==> src/rtl/mono_data_tx_emu.sv <==
// Emulates a monolithic sensor's token/serial readout port: staged hits are queued, then shifted out.
// Optional sent-word counter at addr 9/10 is built in when MONO_DATA_TX_SENT_CNT_EN is defined.
module mono_data_tx_emu #(
   parameter int unsigned ABUSWIDTH = 16,
   parameter int unsigned DEPTH     = 16
) (
   input  logic                 BUS_CLK,
   input  logic                 RST,
   input  logic [ABUSWIDTH-1:0] BUS_ADD,
   input  logic [7:0]           BUS_DATA_IN,
   output logic [7:0]           BUS_DATA_OUT,
   input  logic                 BUS_WR,
   input  logic                 BUS_RD,
   input  logic                 READ,
   input  logic                 FREEZE,
   output logic                 TOKEN,
   output logic                 DATA
);

   localparam int unsigned AW = $clog2(DEPTH);
   localparam int unsigned CW = AW + 1;
   localparam logic [7:0] Version = 8'd1;

   typedef enum logic [1:0] {StIdle, StToken, StLoad, StShift} state_e;

   state_e        state_q, state_d;
   logic          soft_rst_q, rst;
   logic          en_q, gray_dis_q, ovf_q;
   logic [5:0]    col_q;
   logic [7:0]    row_q, te_q, le_q;
   logic [29:0]   mem_q [DEPTH];
   logic [AW-1:0] wr_ptr_q, rd_ptr_q;
   logic [CW-1:0] count_q, count_d;
   logic [29:0]   shift_q, shift_d, head, load_word;
   logic [4:0]    bit_cnt_q, bit_cnt_d;
   logic          data_q, data_d, token_q;
   logic          read_q, read_prev_q, read_rise;
   logic [7:0]    bus_data_q, rd_data;
   logic [7:0]    le_h, te_h, le_x, te_x;
   logic          fifo_empty, fifo_full, push_req, push, pop, busy;

   // A write to addr 0 is registered, then behaves exactly like RST.
   assign rst = RST | soft_rst_q;

   assign fifo_empty = (count_q == '0);
   assign fifo_full  = (count_q == CW'(DEPTH));
   assign pop        = (state_q == StLoad);
   assign push_req   = BUS_WR && (BUS_ADD == ABUSWIDTH'(5));
   assign push       = push_req && (!fifo_full || pop);
   assign busy       = (state_q == StLoad) || (state_q == StShift);
   assign read_rise  = read_q && !read_prev_q;

   assign head      = mem_q[rd_ptr_q];
   assign le_h      = head[29:22];
   assign te_h      = head[21:14];
   assign le_x      = gray_dis_q ? le_h : (le_h ^ (le_h >> 1));
   assign te_x      = gray_dis_q ? te_h : (te_h ^ (te_h >> 1));
   assign load_word = {le_x, te_x, head[13:0]};

`ifdef MONO_DATA_TX_SENT_CNT_EN
   logic [15:0] sent_cnt_q;
   always_ff @(posedge BUS_CLK) begin
      if (rst) sent_cnt_q <= '0;
      else if (state_q == StLoad) sent_cnt_q <= sent_cnt_q + 16'd1;
   end
`endif

   always_comb begin
      count_d = count_q;
      if (push && !pop) count_d = count_q + CW'(1);
      else if (pop && !push) count_d = count_q - CW'(1);
   end

   always_comb begin
      state_d   = state_q;
      shift_d   = shift_q;
      bit_cnt_d = bit_cnt_q;
      data_d    = 1'b0;
      unique case (state_q)
         StIdle: if (en_q && !fifo_empty && !FREEZE) state_d = StToken;
         StToken: begin
            if (!en_q) state_d = StIdle;
            else if (read_rise) state_d = StLoad;
         end
         StLoad: begin
            data_d    = load_word[29];
            shift_d   = {load_word[28:0], 1'b0};
            bit_cnt_d = '0;
            state_d   = StShift;
         end
         StShift: begin
            // bit_cnt_q == 29 is the cycle showing the last bit; FREEZE is not consulted here.
            if (bit_cnt_q == 5'd29) begin
               state_d = (!fifo_empty && en_q) ? StToken : StIdle;
            end else begin
               data_d    = shift_q[29];
               shift_d   = {shift_q[28:0], 1'b0};
               bit_cnt_d = bit_cnt_q + 5'd1;
            end
         end
         default: state_d = StIdle;
      endcase
   end

   always_comb begin
      rd_data = 8'h00;
      case (BUS_ADD)
         ABUSWIDTH'(0):  rd_data = Version;
         ABUSWIDTH'(6):  rd_data = 8'(count_q);
         ABUSWIDTH'(7):  rd_data = {5'b0, ovf_q, token_q, busy};
         ABUSWIDTH'(8):  rd_data = {6'b0, gray_dis_q, en_q};
`ifdef MONO_DATA_TX_SENT_CNT_EN
         ABUSWIDTH'(9):  rd_data = sent_cnt_q[7:0];
         ABUSWIDTH'(10): rd_data = sent_cnt_q[15:8];
`endif
         default:        rd_data = 8'h00;
      endcase
   end

   always_ff @(posedge BUS_CLK) begin
      if (RST) soft_rst_q <= 1'b0;
      else soft_rst_q <= BUS_WR && (BUS_ADD == ABUSWIDTH'(0));
   end

   always_ff @(posedge BUS_CLK) begin
      if (push) mem_q[wr_ptr_q] <= {le_q, te_q, row_q, col_q};
   end

   always_ff @(posedge BUS_CLK) begin
      if (rst) begin
         state_q     <= StIdle;
         en_q        <= 1'b0;
         gray_dis_q  <= 1'b0;
         ovf_q       <= 1'b0;
         col_q       <= '0;
         row_q       <= '0;
         te_q        <= '0;
         le_q        <= '0;
         wr_ptr_q    <= '0;
         rd_ptr_q    <= '0;
         count_q     <= '0;
         shift_q     <= '0;
         bit_cnt_q   <= '0;
         data_q      <= 1'b0;
         token_q     <= 1'b0;
         read_q      <= 1'b0;
         read_prev_q <= 1'b0;
         bus_data_q  <= '0;
      end else begin
         state_q     <= state_d;
         shift_q     <= shift_d;
         bit_cnt_q   <= bit_cnt_d;
         data_q      <= data_d;
         token_q     <= (state_d != StIdle);
         read_q      <= READ;
         read_prev_q <= read_q;
         count_q     <= count_d;
         if (push) wr_ptr_q <= wr_ptr_q + AW'(1);
         if (pop) rd_ptr_q <= rd_ptr_q + AW'(1);
         if (push_req && fifo_full && !pop) ovf_q <= 1'b1;
         if (BUS_RD) bus_data_q <= rd_data;
         if (BUS_WR) begin
            case (BUS_ADD)
               ABUSWIDTH'(1): col_q <= BUS_DATA_IN[5:0];
               ABUSWIDTH'(2): row_q <= BUS_DATA_IN;
               ABUSWIDTH'(3): te_q  <= BUS_DATA_IN;
               ABUSWIDTH'(4): le_q  <= BUS_DATA_IN;
               ABUSWIDTH'(8): begin
                  en_q       <= BUS_DATA_IN[0];
                  gray_dis_q <= BUS_DATA_IN[1];
               end
               default: ;
            endcase
         end
      end
   end

   assign BUS_DATA_OUT = bus_data_q;
   assign TOKEN        = token_q;
   assign DATA         = data_q;

endmodule
==> config.mk <==
export PLATFORM = sky130hd
export DESIGN_NAME = mono_data_tx_emu
export DESIGN_NICKNAME = d
export VERILOG_FILES = /design/src/rtl/mono_data_tx_emu.sv
export SDC_FILE = /design/constraint.sdc
export NUM_CORES = 1
export LEC_CHECK = 0
export ABC_CLOCK_PERIOD_IN_PS = 5900
export BUFFER_PORTS_ARGS = -buffer_cell sky130_fd_sc_hd__buf_2
export CAP_MARGIN = 20
export CORE_MARGIN = 4
export CORE_UTILIZATION = 30
export DETAILED_ROUTE_END_ITERATION = 16
export PLACE_DENSITY = 0.55
export SKIP_LAST_GASP = 1
export SLEW_MARGIN = 20
export SYNTH_ARGS = -nofsm -noshare
export SYNTH_HDL_FRONTEND = slang
export SYNTH_SLANG_ARGS = --single-unit
==> constraint.sdc <==
create_clock -name BUS_CLK -period 5.9 [get_ports BUS_CLK]
set_input_delay 1.18 -clock BUS_CLK [delete_from_list [all_inputs] [get_ports BUS_CLK]]
set_output_delay 1.18 -clock BUS_CLK [all_outputs]
set_load 0.02 [all_outputs]
==> results.txt, run 1 <==
----------------------------------------------------
[Worst setup path]
  Worst Path Required ... 6.45 ns
  Kind of start point of the critical path ... input port
  Kind of critical path ... in -> reg
  Crit path arrival time ... 4.17 ns
  Worst Reg-to-Reg Cells ... 13
  RR Startpoint ... state_q[1]
  Reg2Reg Setup Slack ... 2.33 ns
  Capturing element type of the critical path ... flop
  Capture point of the worst reg-to-reg path ... count_q[4]
  Max FO, Critical Path ... 8

[Routing]
  Routed wire per std cell ... 23.4 um
  Total iterations of the first detailed-routing run ... 5
  Total number of vias ... 11800
  Final routed wirelength across all metal layers ... 55.0 mm
  Violation count after the first detailed-routing iteration ... 1027
  Routed Antenna Nets ... 0
  Via-to-Cell Ratio ... about 5.0
  Number of DRC violations after detailed routing ... 0

[Power]
  Power share of the clock group ... 0.457
  Net switching fraction of the power ... 0.195
  Power density of the placed cells ... 307 mW/mm2
  Net switching power ... 1570 uW
  Static leakage power ... 0.00928 uW
  Largest voltage drop on the vdd net ... 0.000239 V
  Part of the total power dissipated in sequential elements ... 0.538
  Fraction of power consumed by combinational cells ... 0.006
  Internal power component ... 6500 uW

[Clock network]
  Max clock buf depth ... 3
  Number of resized instances in the post-cts repair step ... 0
  Hold_buf cts ... 0
  CTS tree ... yes
  Clock latency on the worst-skew pair ... 0.62 ns
  Cell at the root of the clock tree ... sky130_fd_sc_hd__clkbuf_16
  Level count of the clock H-tree ... 2
  Postcts setup bufs ... 0
  CTS clock-pin slew for the worst setup and hold paths ... 0.06 ns
  Clock buffer count from CTS ... 59
  Number of clock sinks ... between 500 and 600

[STA]
  Min Tclk post-route ... between 3 and 4 ns
  Final critical-path setup slack ... 2.28 ns
  Count of final max-slew check failures ... 0
  Share of the clock period used by the worst path ... 0.613
  Worst hold margin ... 0.459 ns
  Unrepaired setup endpoints after global routing ... false
  Setup tns final ... 0 ns
  Upper clock frequency limit ... ~0.28 GHz
  Setup violations, final ... 0
  Final-report hold violation count ... 0
  Worst slew margin ... 0.264
  Measured slew at the worst slew-check pin ... 1.10 ns
  Worst Skew ... 0.0123 ns

[Global route]
  Total congestion overflow after global routing ... 0
  Wire length of the first global-routing pass ... 82.0 mm
  Vias in the first global route ... 12100
  Maximum number of pins on one net before global-route repair ... between 40 and 50
  Combined global-route utilization of all metal layers ... 0.135
  Initial antenna violation count ... 1

[Cells and area]
  Proportion of layout cells with a drive suffix above 1 ... 0.234
  Final-stage net count ... roughly 1400
  Inserted Diodes ... 0
  Sequential cell area ... 0.0163 mm2
  Most frequent cells in the layout ... sky130_fd_sc_hd__edfxtp_1 (480), sky130_fd_sc_hd__mux4_2 (127), sky130_fd_sc_hd__nor2_1 (103)
  Area growth from synthesis to layout ... 15.4%
  Number of filler instances in the final layout ... 6956
  Leading cell type in the layout, fill and taps excluded ... sky130_fd_sc_hd__edfxtp_1
  Final standard cell area without fillers ... 0.0263 mm2
  Footprint of the multi-input gates ... between 0.006 and 0.007 mm2

[Worst hold path]
  WHS Endpoint ... read_prev_q
  Worst hold-check path type ... reg -> reg
  Startpoint of the worst hold path ... read_q
  Min-Delay Path Depth ... 2

[Yosys]
  Count of distinct cell types in the synthesized netlist ... 68
  Netlist area before placement ... 0.0228 mm2
  Main synth FF type ... sky130_fd_sc_hd__edfxtp_1
  Average cell area after synthesis ... 17.8 um2
  Post-synthesis sequential area ratio ... 0.717
  Flop and latch count out of synthesis ... approximately 580
  Syn. warnings ... 0
  Syn Inst Count ... 1282
  Number of synthesized flops with an enable pin ... 480
  Ys async rst share ... 0

[Place]
  Final HPWL from detailed placement ... 34.2 mm
  Post-placement worst setup slack ... 1.67 ns
  Port Buffers ... 36
  Placed cell area ... about 0.024 mm2
  GP Congestion ... 0.797

[Floorplan]
  Row cnt ... 100
  Boundary Pins ... 40
  Core Area ... 0.0748 mm2
  Initial cell density of the core ... 0.304
  Vertical die dimension ... 284 um
  Total Die Area ... 0.0804 mm2
  Chip width ... 284 um

[Run status]
  Result of the run ... finished, final reports clean

[Job]
  Total of max-cap violations ... 0

----------------------------------------------------
sequential cells by signal, indices dropped and copies added, names as in the netlist, 2 cells and up, named ones only:
signal and count:
count_q 5, col_q 6, wr_ptr_q 4, row_q 8, mem_q 480, te_q 8
state_q 2, rd_ptr_q 4, bit_cnt_q 5, shift_q 29, le_q 8, BUS_DATA_OUT 5
synthesized netlist by cell type (2+ instances only):
library cell | instances | area [um2]
sky130_fd_sc_hd__o21ai_1 | 4 | 20.0
sky130_fd_sc_hd__buf_1 | 5 | 18.8
sky130_fd_sc_hd__buf_4 | 7 | 52.6
sky130_fd_sc_hd__nor2_2 | 2 | 12.5
sky130_fd_sc_hd__mux4_2 | 127 | 2860
sky130_fd_sc_hd__o2111a_1 | 2 | 22.5
sky130_fd_sc_hd__buf_2 | 22 | 110
sky130_fd_sc_hd__a211oi_1 | 6 | 45.0
sky130_fd_sc_hd__mux2_2 | 7 | 78.8
sky130_fd_sc_hd__o21ai_0 | 12 | 60.1
sky130_fd_sc_hd__a32oi_1 | 2 | 17.5
sky130_fd_sc_hd__or3_1 | 7 | 43.8
sky130_fd_sc_hd__nand3_1 | 9 | 45.0
sky130_fd_sc_hd__ha_1 | 11 | 138
sky130_fd_sc_hd__nand4_1 | 12 | 75.1
sky130_fd_sc_hd__nor2b_1 | 4 | 25.0
sky130_fd_sc_hd__nor2_1 | 117 | 439
sky130_fd_sc_hd__mux2i_1 | 74 | 741
sky130_fd_sc_hd__a31oi_1 | 5 | 31.3
sky130_fd_sc_hd__xor2_1 | 10 | 87.6
sky130_fd_sc_hd__o211ai_1 | 4 | 30.0
sky130_fd_sc_hd__a21o_1 | 2 | 15.0
sky130_fd_sc_hd__nand2_1 | 32 | 120
sky130_fd_sc_hd__o22ai_1 | 18 | 113
sky130_fd_sc_hd__o22a_1 | 3 | 26.3
sky130_fd_sc_hd__inv_1 | 12 | 45.0
sky130_fd_sc_hd__or2_2 | 2 | 12.5
sky130_fd_sc_hd__dfxtp_1 | 96 | 1920
sky130_fd_sc_hd__o211a_1 | 2 | 20.0
sky130_fd_sc_hd__edfxtp_1 | 480 | 14400
sky130_fd_sc_hd__nand2b_1 | 8 | 50.1
sky130_fd_sc_hd__and3_1 | 6 | 37.5
sky130_fd_sc_hd__a21oi_1 | 53 | 265
sky130_fd_sc_hd__a22oi_1 | 7 | 52.6
sky130_fd_sc_hd__xnor2_1 | 5 | 43.8
sky130_fd_sc_hd__nor3_1 | 26 | 130
sky130_fd_sc_hd__and2_1 | 5 | 31.3
sky130_fd_sc_hd__nor4_1 | 10 | 62.6
sky130_fd_sc_hd__clkbuf_1 | 33 | 124
sky130_fd_sc_hd__buf_6 | 5 | 56.3
per-layer routing:
layer  GRT usage  vias up  wire length (um)
met5           0        -                 0
met4      0.0279        0               811
met3      0.0210       65              2420
met2       0.235      281             28000
met1       0.180     6243             23800
li1            -     5223                 -
per-stage QoR:
stage	utilization	power, uW	std cells
finish	0.351	8070	2356
global route	0.351	8320	2356
CTS	0.350	8160	2351
detailed placement	0.324	4470	2240
global placement	0.322	4470	2234
floorplan	-	4450	1284
final cells by class:
| cell class | count | area share |
|---|---|---|
| clock buffer | 90 | 0.0653 |
| clock inverter | 21 | 0.00819 |
| tap | 969 | 0.0461 |
| sequential | 576 | 0.622 |
| inverter | 14 | 0.00200 |
| multi-input combinational | 621 | 0.234 |
| timing repair buffer | 65 | 0.0226 |
power by group through the flow:
stage	clock, uW	combinational [uW]	sequential (uW)
finish	3690	45.6	4340
CTS	3770	46.0	4340
global route	3940	48.6	4340
global placement	0	42.9	4430
floorplan	0	20.1	4430
detailed placement	0	46.0	4430
worst max-delay path: stages:
cell                      delay (ns)
sky130_fd_sc_hd__buf_2          0.10
sky130_fd_sc_hd__nor4_1         0.34
sky130_fd_sc_hd__nand4_1        0.20
sky130_fd_sc_hd__and4b_1        0.61
sky130_fd_sc_hd__ha_1           0.27
sky130_fd_sc_hd__inv_1          0.10
sky130_fd_sc_hd__fa_1           0.42
sky130_fd_sc_hd__a21o_1         0.20
sky130_fd_sc_hd__a21oi_1        0.18
sky130_fd_sc_hd__xnor2_1        0.09
sky130_fd_sc_hd__or3_1          0.31
sky130_fd_sc_hd__a21oi_1        0.16
cell families after synthesis:
family                   count (synthesis)  synth area share
flip-flops                             576             0.717
AND/OR/NAND/NOR                        250            0.0519
multiplexers                           210             0.163
AO/OA/AOI/OAI                          131            0.0366
buffers and inverters                   87            0.0188
XOR/XNOR                                15           0.00577
adder cells (fa/ha/maj)                 12           0.00692
other                                    1          0.000165
how the worst max path moves through the flow:
stage           startpoint     endpoint  slack [ns]  cells after the start
2_1_floorplan   BUS_ADD[0]  mem_q[3][0]        0.96                      7
3_3_place_gp    BUS_ADD[5]   count_q[4]        1.68                     12
3_5_place_dp   BUS_ADD[10]   count_q[4]        1.67                     12
4_1_cts        BUS_ADD[10]   count_q[4]        2.31                     12
5_1_grt         BUS_ADD[6]   count_q[4]        2.06                     12
6_report       BUS_ADD[10]   count_q[4]        2.28                     12
Note: power is estimated with default switching activity, not from simulation.
==> inputs of run 2 (changes only) <==
--- a/config.mk
+++ b/config.mk
@@ -5,7 +5,7 @@
 export SDC_FILE = /design/constraint.sdc
 export NUM_CORES = 1
 export LEC_CHECK = 0
-export ABC_CLOCK_PERIOD_IN_PS = 5900
+export ABC_CLOCK_PERIOD_IN_PS = 3500
 export BUFFER_PORTS_ARGS = -buffer_cell sky130_fd_sc_hd__buf_2
 export CAP_MARGIN = 20
 export CORE_MARGIN = 4
==> constraint.sdc (replaced) <==
create_clock -name BUS_CLK -period 3.5 [get_ports BUS_CLK]
set_input_delay 0.7 -clock BUS_CLK [delete_from_list [all_inputs] [get_ports BUS_CLK]]
set_output_delay 0.7 -clock BUS_CLK [all_outputs]
set_load 0.02 [all_outputs]
==> run 2 against run 1 <==
  * Sequential power rose by 69%
  * Register-to-register slack got worse by 1.8 ns
  * Setup slack got worse by 1.7 ns
  * Largest power group unchanged
==> results.txt, run 2 (synthesis results as in run 1) <==
----------------------------------------------------
[STA]
  Worst slew margin ... 0.475
  Final-report hold violation count ... 0
  Worst hold margin ... 0.299 ns
  Measured slew at the worst slew-check pin ... 0.784 ns
  Worst Skew ... ~0.023 ns
  Share of the clock period used by the worst path ... 0.848
  Count of final max-slew check failures ... 0
  Unrepaired setup endpoints after global routing ... false
  Final critical-path setup slack ... around 0.53 ns
  Setup violations, final ... 0
  Upper clock frequency limit ... 0.337 GHz
  Min Tclk post-route ... about 3 ns
  Setup tns final ... 0 ns

[Worst setup path]
  Capturing element type of the critical path ... flop
  Worst Reg-to-Reg Cells ... 13
  Max FO, Critical Path ... 7
  Reg2Reg Setup Slack ... 0.53 ns
  Crit path arrival time ... 3.52 ns
  Capture point of the worst reg-to-reg path ... count_q[4]
  RR Startpoint ... state_q[1]
  Kind of start point of the critical path ... flop
  Kind of critical path ... reg -> reg
  Worst Path Required ... 4.05 ns

[Cells and area]
  Top Registers ... mem_q (480), shift_q (29)
  Proportion of layout cells with a drive suffix above 1 ... 0.250
  Number of filler instances in the final layout ... 6943
  Inserted Diodes ... 0
  Leading cell type in the layout, fill and taps excluded ... sky130_fd_sc_hd__edfxtp_1
  Flip-flop count of the largest register, all copies and words added ... 480
  Final-stage net count ... 1417
  Largest register by flop count ... mem_q
  Most frequent cells in the layout ... sky130_fd_sc_hd__edfxtp_1 (480), sky130_fd_sc_hd__mux4_2 (127), sky130_fd_sc_hd__nor2_1 (103)
  Area growth from synthesis to layout ... 16.8%

[Routing]
  Routed wire per std cell ... 23.1 um
  Total number of vias ... 12100
  Violation count after the first detailed-routing iteration ... about 1000
  Routed Antenna Nets ... 0
  Number of DRC violations after detailed routing ... 0
  Final routed wirelength across all metal layers ... 55.4 mm
  Total iterations of the first detailed-routing run ... 5
  Via-to-Cell Ratio ... slightly above 5

[Global route]
  Maximum number of pins on one net before global-route repair ... between 50 and 60
  Wire length of the first global-routing pass ... approximately 83 mm
  Vias in the first global route ... ~12000
  Combined global-route utilization of all metal layers ... 0.136
  Total congestion overflow after global routing ... 0
  Initial antenna violation count ... 0

[Clock network]
  Number of resized instances in the post-cts repair step ... 0
  Postcts setup bufs ... 0
  Max clock buf depth ... 3
  CTS clock-pin slew for the worst setup and hold paths ... 0.06 ns
  Hold_buf cts ... 0
  Number of clock sinks ... 576
  Clock latency on the worst-skew pair ... 0.62 ns
  Level count of the clock H-tree ... 2
  Clock buffer count from CTS ... 58
  Cell at the root of the clock tree ... sky130_fd_sc_hd__clkbuf_16
  CTS tree ... yes

[Worst hold path]
  WHS Endpoint ... read_q
  Min-Delay Path Depth ... 2
  Startpoint of the worst hold path ... READ
  Worst hold-check path type ... in -> reg

[Floorplan]
  Row cnt ... 100
  Initial cell density of the core ... 0.304
  Total Die Area ... between 0.08 and 0.09 mm2
  Vertical die dimension ... 284 um
  Chip width ... 284 um
  Boundary Pins ... 40
  Core Area ... 0.0748 mm2

[Run status]
  Result of the run ... finished, final reports clean

[Power]
  Largest voltage drop on the vdd net ... 0.000444 V
  Total Power Consumption ... between 10000 and 15000 uW
  Power density of the placed cells ... roughly 510 mW/mm2
  Static leakage power ... 0.00941 uW

[Place]
  Post-placement worst setup slack ... 0.132 ns
  GP Congestion ... between 0.8 and 0.9
  Final HPWL from detailed placement ... 34.2 mm
  Port Buffers ... 36

[Job]
  Total of max-cap violations ... 0

----------------------------------------------------
[run 2: cell count changes in the layout (fill, tap and decap cells not counted), moves of 6 or more]
cell and change:
sky130_fd_sc_hd__clkbuf_8 -7, sky130_fd_sc_hd__buf_16 -6, sky130_fd_sc_hd__buf_12 +12, sky130_fd_sc_hd__buf_4 +33, sky130_fd_sc_hd__clkinv_1 +6
[run 2: layout make-up]
| type | instances | area, um2 | area share |
|---|---|---|---|
| repair buffers | 104 | 916 | 0.0344 |
| clock inverters | 29 | 332 | 0.0125 |
| well taps | 969 | 1210 | 0.0455 |
| clock buffers | 79 | 1580 | 0.0594 |
| flip-flops and latches | 576 | 16300 | 0.614 |
| multi-input cells | 621 | 6180 | 0.232 |
| inverters | 14 | 52.6 | 0.00197 |
[run 2: power by group]
group	switching, uW	internal (uW)
Clock	2550	3670
Sequential	0.470	7320
Combinational	54.8	20.8
Total	2600	11000
[run 2: worst max-delay path: stages (launching register included)]
cell and delay (ns):
sky130_fd_sc_hd__dfxtp_1 0.51, sky130_fd_sc_hd__inv_1 0.11, sky130_fd_sc_hd__nor2_2 0.13, sky130_fd_sc_hd__inv_1 0.13, sky130_fd_sc_hd__nand3_1 0.13, sky130_fd_sc_hd__and4b_1 0.25, sky130_fd_sc_hd__ha_1 0.20, sky130_fd_sc_hd__inv_1 0.11
sky130_fd_sc_hd__fa_1 0.43, sky130_fd_sc_hd__a21o_1 0.20, sky130_fd_sc_hd__a21oi_1 0.17, sky130_fd_sc_hd__xnor2_1 0.09, sky130_fd_sc_hd__or3_1 0.30, sky130_fd_sc_hd__a21oi_1 0.13
[run 2: worst max-delay path by stage]
| stage | startpoint | slack (ns) | cells past startpoint | endpoint |
|---|---|---|---|---|
| floorplan | BUS_ADD[0] | -0.15 | 7 | mem_q[7][0] |
| global placement | BUS_ADD[5] | 0.21 | 12 | count_q[4] |
| detailed placement | BUS_ADD[10] | 0.13 | 12 | count_q[4] |
| CTS | state_q[1] | 0.51 | 13 | count_q[4] |
| global route | state_q[1] | 0.29 | 13 | count_q[4] |
| finish | state_q[1] | 0.53 | 13 | count_q[4] |
[run 2: metal layers]
| layer | global-route usage | share of wire | vias up |
|---|---|---|---|
| li1 | - | - | 5297 |
| met1 | 0.180 | 0.43 | 6405 |
| met2 | 0.234 | 0.50 | 295 |
| met3 | 0.0176 | 0.043 | 90 |
| met4 | 0.0405 | 0.026 | 0 |
| met5 | 0 | 0 | - |
[run 2: metrics by stage]
step	instance area [um2]	utilization	std cells
2_1_floorplan	22800	-	1284
3_3_place_gp	24700	0.330	2284
3_5_place_dp	24700	0.330	2284
4_1_cts	26600	0.356	2392
5_1_grt	26600	0.356	2392
6_report	26600	0.356	2392
